## config.mk

```make
export PLATFORM = sky130hd
export DESIGN_NAME = buzzer_arbiter
export DESIGN_NICKNAME = d
export VERILOG_FILES = /design/src/rtl/bomb_pkg.sv /design/src/rtl/buzzer_arbiter_tone_gen.sv /design/src/rtl/buzzer_arbiter.sv
export SDC_FILE = /design/constraint.sdc
export NUM_CORES = 1
export LEC_CHECK = 0
export ABC_CLOCK_PERIOD_IN_PS = 5400
export CELL_PAD_IN_SITES_DETAIL_PLACEMENT = 1
export CELL_PAD_IN_SITES_GLOBAL_PLACEMENT = 2
export CORE_MARGIN = 2
export CORE_UTILIZATION = 35
export DETAILED_ROUTE_END_ITERATION = 12
export PLACE_DENSITY = 0.88
export SYNTH_ARGS = -nofsm -noshare
export SYNTH_HDL_FRONTEND = slang
export SYNTH_SLANG_ARGS = --single-unit
export TNS_END_PERCENT = 20
```

## constraint.sdc

```tcl
create_clock -name clk -period 5.4 [get_ports clk]
set_clock_uncertainty 0.1 [all_clocks]
set_input_delay 0.81 -clock clk [delete_from_list [all_inputs] [get_ports clk]]
set_output_delay 0.81 -clock clk [all_outputs]
set_load 0.05 [all_outputs]
```

## src/rtl/bomb_pkg.sv

```systemverilog
// Shared definitions for the bomb game sound path.
//   state_t      : buzzer arbiter states
//   SRC_*        : bit positions of each sound source in the one-hot grant
//   DEF_CLK_HZ   : default system clock frequency
//   prio()       : arbitration rank of a state (higher wins, IDLE lowest)
//   is_burst()   : state plays a fixed-length tone burst
//   grant_of()   : one-hot grant decode of a state
package bomb_pkg;

  localparam int DEF_CLK_HZ = 1_000_000;

  localparam int SRC_ALARM = 0;
  localparam int SRC_MUSIC = 1;
  localparam int SRC_TICK  = 2;
  localparam int SRC_CLICK = 3;

  typedef enum logic [2:0] {
    IDLE,
    ALARM,
    MUSIC,
    TICK,
    CLICK
  } state_t;

  function automatic logic [2:0] prio(state_t s);
    case (s)
      ALARM:   return 3'd4;
      MUSIC:   return 3'd3;
      TICK:    return 3'd2;
      CLICK:   return 3'd1;
      default: return 3'd0;
    endcase
  endfunction

  function automatic logic is_burst(state_t s);
    return (s == ALARM) || (s == TICK) || (s == CLICK);
  endfunction

  function automatic logic [3:0] grant_of(state_t s);
    logic [3:0] g;
    g = '0;
    case (s)
      ALARM:   g[SRC_ALARM] = 1'b1;
      MUSIC:   g[SRC_MUSIC] = 1'b1;
      TICK:    g[SRC_TICK]  = 1'b1;
      CLICK:   g[SRC_CLICK] = 1'b1;
      default: g = '0;
    endcase
    return g;
  endfunction

endpackage

```

## src/rtl/buzzer_arbiter_tone_gen.sv

```systemverilog
// Square-wave tone generator shared by all burst sources.
//   clk, rst : clock, synchronous active-high reset
//   load     : restart the tone with wave low (state entry or retrigger)
//   half     : half-period in clock cycles (must be >= 2)
//   wave     : toggle flop output
// The arbiter registers wave once more into the buzzer pad flop, so the first
// half-period is preloaded one cycle short; the pad then rises exactly `half`
// cycles after the load edge and toggles every `half` cycles after that.
module tone_gen #(
  parameter int W = 9
) (
  input  logic         clk,
  input  logic         rst,
  input  logic         load,
  input  logic [W-1:0] half,
  output logic         wave
);

  logic [W-1:0] cnt;

  // NOTE: clocked state uses non-blocking assignments so every flop samples
  // pre-edge values regardless of process ordering.
  always_ff @(posedge clk) begin
    if (rst) begin
      cnt  <= '0;
      wave <= 1'b0;
    end else if (load) begin
      cnt  <= half - W'(2);
      wave <= 1'b0;
    end else if (cnt == '0) begin
      cnt  <= half - W'(1);
      wave <= ~wave;
    end else begin
      cnt  <= cnt - W'(1);
    end
  end

endmodule

```

## src/rtl/buzzer_arbiter.sv

```systemverilog
// Fixed-priority, preemptive owner of the single buzzer pad.
//   clk, rst    : clock, synchronous active-high reset
//   mute        : forces buzzer low, arbitration unaffected
//   alarm_req   : pulse, wrong password (1 kHz burst)
//   music_en    : level, music playing
//   music_wave  : music square wave, passed through while granted
//   tick_req    : pulse, countdown second (2 kHz burst)
//   click_req   : pulse, key click (4 kHz burst)
//   buzzer      : registered pad drive
//   grant       : registered one-hot owner {click, tick, music, alarm}
//   busy        : grant nonzero
module buzzer_arbiter
  import bomb_pkg::*;
#(
  parameter int CLK_HZ     = DEF_CLK_HZ,
  parameter int ALARM_HALF = 500,
  parameter int ALARM_MS   = 300,
  parameter int TICK_HALF  = 250,
  parameter int TICK_MS    = 50,
  parameter int CLICK_HALF = 125,
  parameter int CLICK_MS   = 20
) (
  input  logic       clk,
  input  logic       rst,
  input  logic       mute,
  input  logic       alarm_req,
  input  logic       music_en,
  input  logic       music_wave,
  input  logic       tick_req,
  input  logic       click_req,
  output logic       buzzer,
  output logic [3:0] grant,
  output logic       busy
);

  localparam int ALARM_CYC = ALARM_MS * CLK_HZ / 1000;
  localparam int TICK_CYC  = TICK_MS * CLK_HZ / 1000;
  localparam int CLICK_CYC = CLICK_MS * CLK_HZ / 1000;
  localparam int MAX_AT    = (ALARM_CYC > TICK_CYC) ? ALARM_CYC : TICK_CYC;
  localparam int MAX_CYC   = (MAX_AT > CLICK_CYC) ? MAX_AT : CLICK_CYC;
  localparam int MAX_HAT   = (ALARM_HALF > TICK_HALF) ? ALARM_HALF : TICK_HALF;
  localparam int MAX_HALF  = (MAX_HAT > CLICK_HALF) ? MAX_HAT : CLICK_HALF;
  localparam int DW        = $clog2(MAX_CYC + 1);
  localparam int HW        = $clog2(MAX_HALF + 1);

  state_t          state, base, cand, state_next;
  logic            restart, tone_load, wave, buz_src;
  logic [DW-1:0]   dur, len_sel;
  logic [HW-1:0]   half_sel;

  always_comb begin
    // NOTE: every combinationally assigned signal gets a default first so no
    // path through the block leaves it unassigned (which would infer a latch).
    base       = state;
    cand       = IDLE;
    state_next = state;
    restart    = 1'b0;

    // Where the current owner would go on its own; new requests are then
    // judged against this, so a burst ending and a new request on the same
    // edge hand over with no idle gap. dur == 1 is the last granted cycle.
    case (state)
      ALARM, TICK, CLICK: if (dur == DW'(1)) base = music_en ? MUSIC : IDLE;
      MUSIC:              if (!music_en)     base = IDLE;
      default:            ;
    endcase

    if (alarm_req)      cand = ALARM;
    else if (music_en)  cand = MUSIC;
    else if (tick_req)  cand = TICK;
    else if (click_req) cand = CLICK;

    state_next = base;
    if (prio(cand) > prio(base)) begin
      state_next = cand;
      restart    = is_burst(cand);
    end else if (cand == base && is_burst(base)) begin
      restart    = 1'b1;
    end
  end

  assign tone_load = restart || (state_next != state);

  always_comb begin
    len_sel  = '0;
    half_sel = HW'(ALARM_HALF);
    case (state_next)
      ALARM: begin len_sel = DW'(ALARM_CYC); half_sel = HW'(ALARM_HALF); end
      TICK:  begin len_sel = DW'(TICK_CYC);  half_sel = HW'(TICK_HALF);  end
      CLICK: begin len_sel = DW'(CLICK_CYC); half_sel = HW'(CLICK_HALF); end
      default: ;
    endcase
  end

  // Pad source for the cycle after this edge; a reloading tone starts low.
  always_comb begin
    buz_src = 1'b0;
    if (state_next == MUSIC)                      buz_src = music_wave;
    else if (is_burst(state_next) && !tone_load)  buz_src = wave;
  end

  tone_gen #(.W(HW)) u_tone (
    .clk  (clk),
    .rst  (rst),
    .load (tone_load),
    .half (half_sel),
    .wave (wave)
  );

  always_ff @(posedge clk) begin
    if (rst) begin
      state  <= IDLE;
      grant  <= '0;
      buzzer <= 1'b0;
      dur    <= '0;
    end else begin
      state  <= state_next;
      grant  <= grant_of(state_next);
      buzzer <= mute ? 1'b0 : buz_src;
      if (restart)                   dur <= len_sel;
      else if (!is_burst(state_next)) dur <= '0;
      else                           dur <= dur - DW'(1);
    end
  end

  assign busy = |grant;

endmodule

```

==> metrics.txt <==
# diodes=0; vias per cell=5.269; VDD IR max=0.2842 mV; row cnt=28; Final Critical Period=4.893 ns; Synth top cells by count=dfxtp_1, nor2_1, nand2_1, a21oi_1, o21ai_0; Clock transition at path regs=0.07 ns; vias=approximately 1,900; Hold EP=dur[0]; Post-synth EDFFs=0; share of the synthesized area in the top cell type=34.56%; IO buf count=13; Critical Path Fanout Max=7; clock latency on the worst-skew pair=0.28 ns; hold buffers post-CTS=0; WP data arrival=4.97 ns; final hold vios=0; gpl congestion=approximately 0.82; count of different cell masters after synthesis=52; worst path required time=5.48 ns; layout cells sized above 1=9.441%; Post-Synthesis Cells=268; CTS H-tree depth=2; sequential share of the synthesized area=34.56%; core area=approximately 6000 um2; Synth async-reset ratio=0%; max-slew violation count=0; Area Growth Syn to Fin=14.77%; vias in the first global route=1,949; Top FF cell, synth=dfxtp_1; GRT overflow=0; maxcap violations=0; Yosys top cell by area=dfxtp_1; Iter 0 DRT Violations=49; Tcrit/Tclk final=90.62%; CTS max path bufs=2; RSZ-0062 raised after global routing=false; YS warnings=0; status=finished clean; DP HPWL=4266 um; Worst setup SP type=flip-flop; Initial Utilization=36.20%; First-pass DRT Iterations=4; Worst Setup End Kind=flip-flop; syn_nets=282; Final TNS setup=0 ns; largest net degree at the start of global routing=20; Hold Crit Depth=1; synthesized area per cell=7.997 um2; CTS sink cnt=37; reg2reg end=u_tone.cnt[8]; Slew headroom=55.66%; filler instances=724; Final nets=299; Achievable Freq=204.4 MHz; WL per Instance=15.07 um; R2R depth=22; Die Wd=between 80 and 90 um; first-pass GRT wire length=9390 um; Die Y=a little over 80 um; FF-to-FF setup slack=around 0.5 ns; gr usage total=17.96%; Leak=0.9566 nW; final wirelength=5442 um; full die area=6766 um2; CTS tree=done; Worst-Margin Slew=0.6630 ns; IO Count=14; Seq cells post-synth=37; initial antenna violation count=0; CP Class=reg2reg; dominant cells by area after synthesis=dfxtp_1, nor2_1, xnor2_1; Final ANT Viol Nets=0; Power Density=544.6 nW/um2; Reg-to-Reg Start=dur[11]; final setup vio count=0; CTS root buf=clkbuf_8; Mapped Area=2143 um2; post-layout util=41.55%; CTS buffer count=5; worst hold path class=reg2reg; worst hold start=dur[0]; DRC=0
-- report_power, final --
group / switching (W) / internal (W)
clock network: 0.0000928 / 0.0000917
registers: 0.0000843 / 0.000354
logic: 0.000409 / 0.000308
total: 0.000586 / 0.000754
-- worst max path at each step --
stage	endpoint	slack, ns	from
2_1_floorplan	u_tone.cnt[8]	0.90	dur[15]
3_3_place_gp	u_tone.cnt[8]	0.67	music_en
3_5_place_dp	u_tone.cnt[8]	0.51	music_en
4_1_cts	u_tone.cnt[8]	0.51	dur[11]
5_1_grt	u_tone.cnt[8]	0.03	dur[15]
6_report	u_tone.cnt[8]	0.51	dur[11]
-- repair_timing --
item / 4_1_cts / 5_1_grt
resized for setup: 0 / 1
endpoints found under the setup margin: 0 / 1
setup buffers: 0 / 0
-- kinds of logic (layout without fill, tap and decap cells) --
group                      Yosys count  in the layout  synth area share (%)
muxes                                4              4                 1.926
buffers and inverters               21             39                 4.495
and+or+nand+nor                    115            115                 27.20
adders and majority gates            7              7                 4.028
AOI/OAI and AO/OA                   62             62                 18.80
DFF                                 37             37                 34.56
xor gates and xnor gates            22             22                 8.990
-- sequential cells by signal, indices dropped and copies added, names as in the netlist --
signal / cells
buzzer: 1
dur: 19
grant: 4
state: 3
u_tone.cnt: 9
u_tone.wave: 1
-- cells in the final DEF (no fill, tap or decap), types with 2 or more instances in the layout --
cell | synthesis | final
a211oi_1 | 3 | 3
a21oi_1 | 16 | 16
a31oi_1 | 4 | 4
and2_1 | 2 | 2
and3_1 | 2 | 2
buf_4 | 0 | 10
clkbuf_1 | 8 | 3
clkbuf_8 | 0 | 5
clkdlybuf4s50_1 | 0 | 13
dfxtp_1 | 37 | 37
ha_1 | 6 | 6
inv_1 | 8 | 8
mux2i_1 | 3 | 2
nand2_1 | 20 | 20
nand2b_1 | 3 | 3
nand3_1 | 3 | 3
nand3b_1 | 2 | 2
nand4_1 | 4 | 4
nor2_1 | 37 | 37
nor2b_1 | 7 | 7
nor3_1 | 13 | 13
nor4_1 | 6 | 6
o21a_1 | 2 | 2
o21ai_0 | 14 | 14
o21bai_1 | 2 | 2
o22a_1 | 3 | 3
o22ai_1 | 4 | 4
o2bb2ai_1 | 2 | 2
o31ai_1 | 3 | 3
or2_2 | 2 | 2
or3_1 | 5 | 5
or4_1 | 2 | 2
xnor2_1 | 13 | 13
xor2_1 | 9 | 9
-- worst max-delay path, stage by stage, from the launching register on --
cell and delay [ns]:
dfxtp_1 0.34, nor4_1 0.45, nand4_1 0.28, nor2_1 0.33, a21oi_1 0.12, o22ai_1 0.15
nor2b_1 0.15, a31oi_1 0.06, ha_1 0.31, nand3_1 0.08, o21ai_1 0.15, or2_2 0.40
o22ai_1 0.27, or3_1 0.18, nor2_1 0.05, nor2_1 0.09, ha_1 0.19, nand2_1 0.10
nor3_1 0.27, nor3b_1 0.29, mux2i_1 0.22, nor2_1 0.06, o2bb2ai_1 0.14
-- cell type report --
type                    count  area (um2)  share of cell area [%]
clock buffers               8       80.08                   3.255
inverters                   8       30.03                   1.221
multi-input cells         210        1310                   53.26
flip-flops and latches     37       740.7                   30.11
well taps                  75       93.84                   3.815
repair buffers             23       205.2                   8.342
-- layer usage --
layer  wire length (um)  track usage [%]
met2               2487            29.44
met3                118            3.261
met4                 66            4.833
met1               2769            24.15
met5                  0                0
-- stage by stage --
stage	cells	hold WS (ns)	power [W]	instance area [um2]	setup slack (ns)
after floorplan	268	0.3296	0.0009822	2143	0.8966
after global placement	353	0.3510	0.001144	2376	0.6747
after detailed placement	353	0.3632	0.001162	2376	0.5070
after CTS	361	0.3794	0.001350	2456	0.5139
after global routing	361	0.3907	0.001471	2460	0.03457
final	361	0.3651	0.001340	2460	0.5067
(Power assumes the default switching activity.)
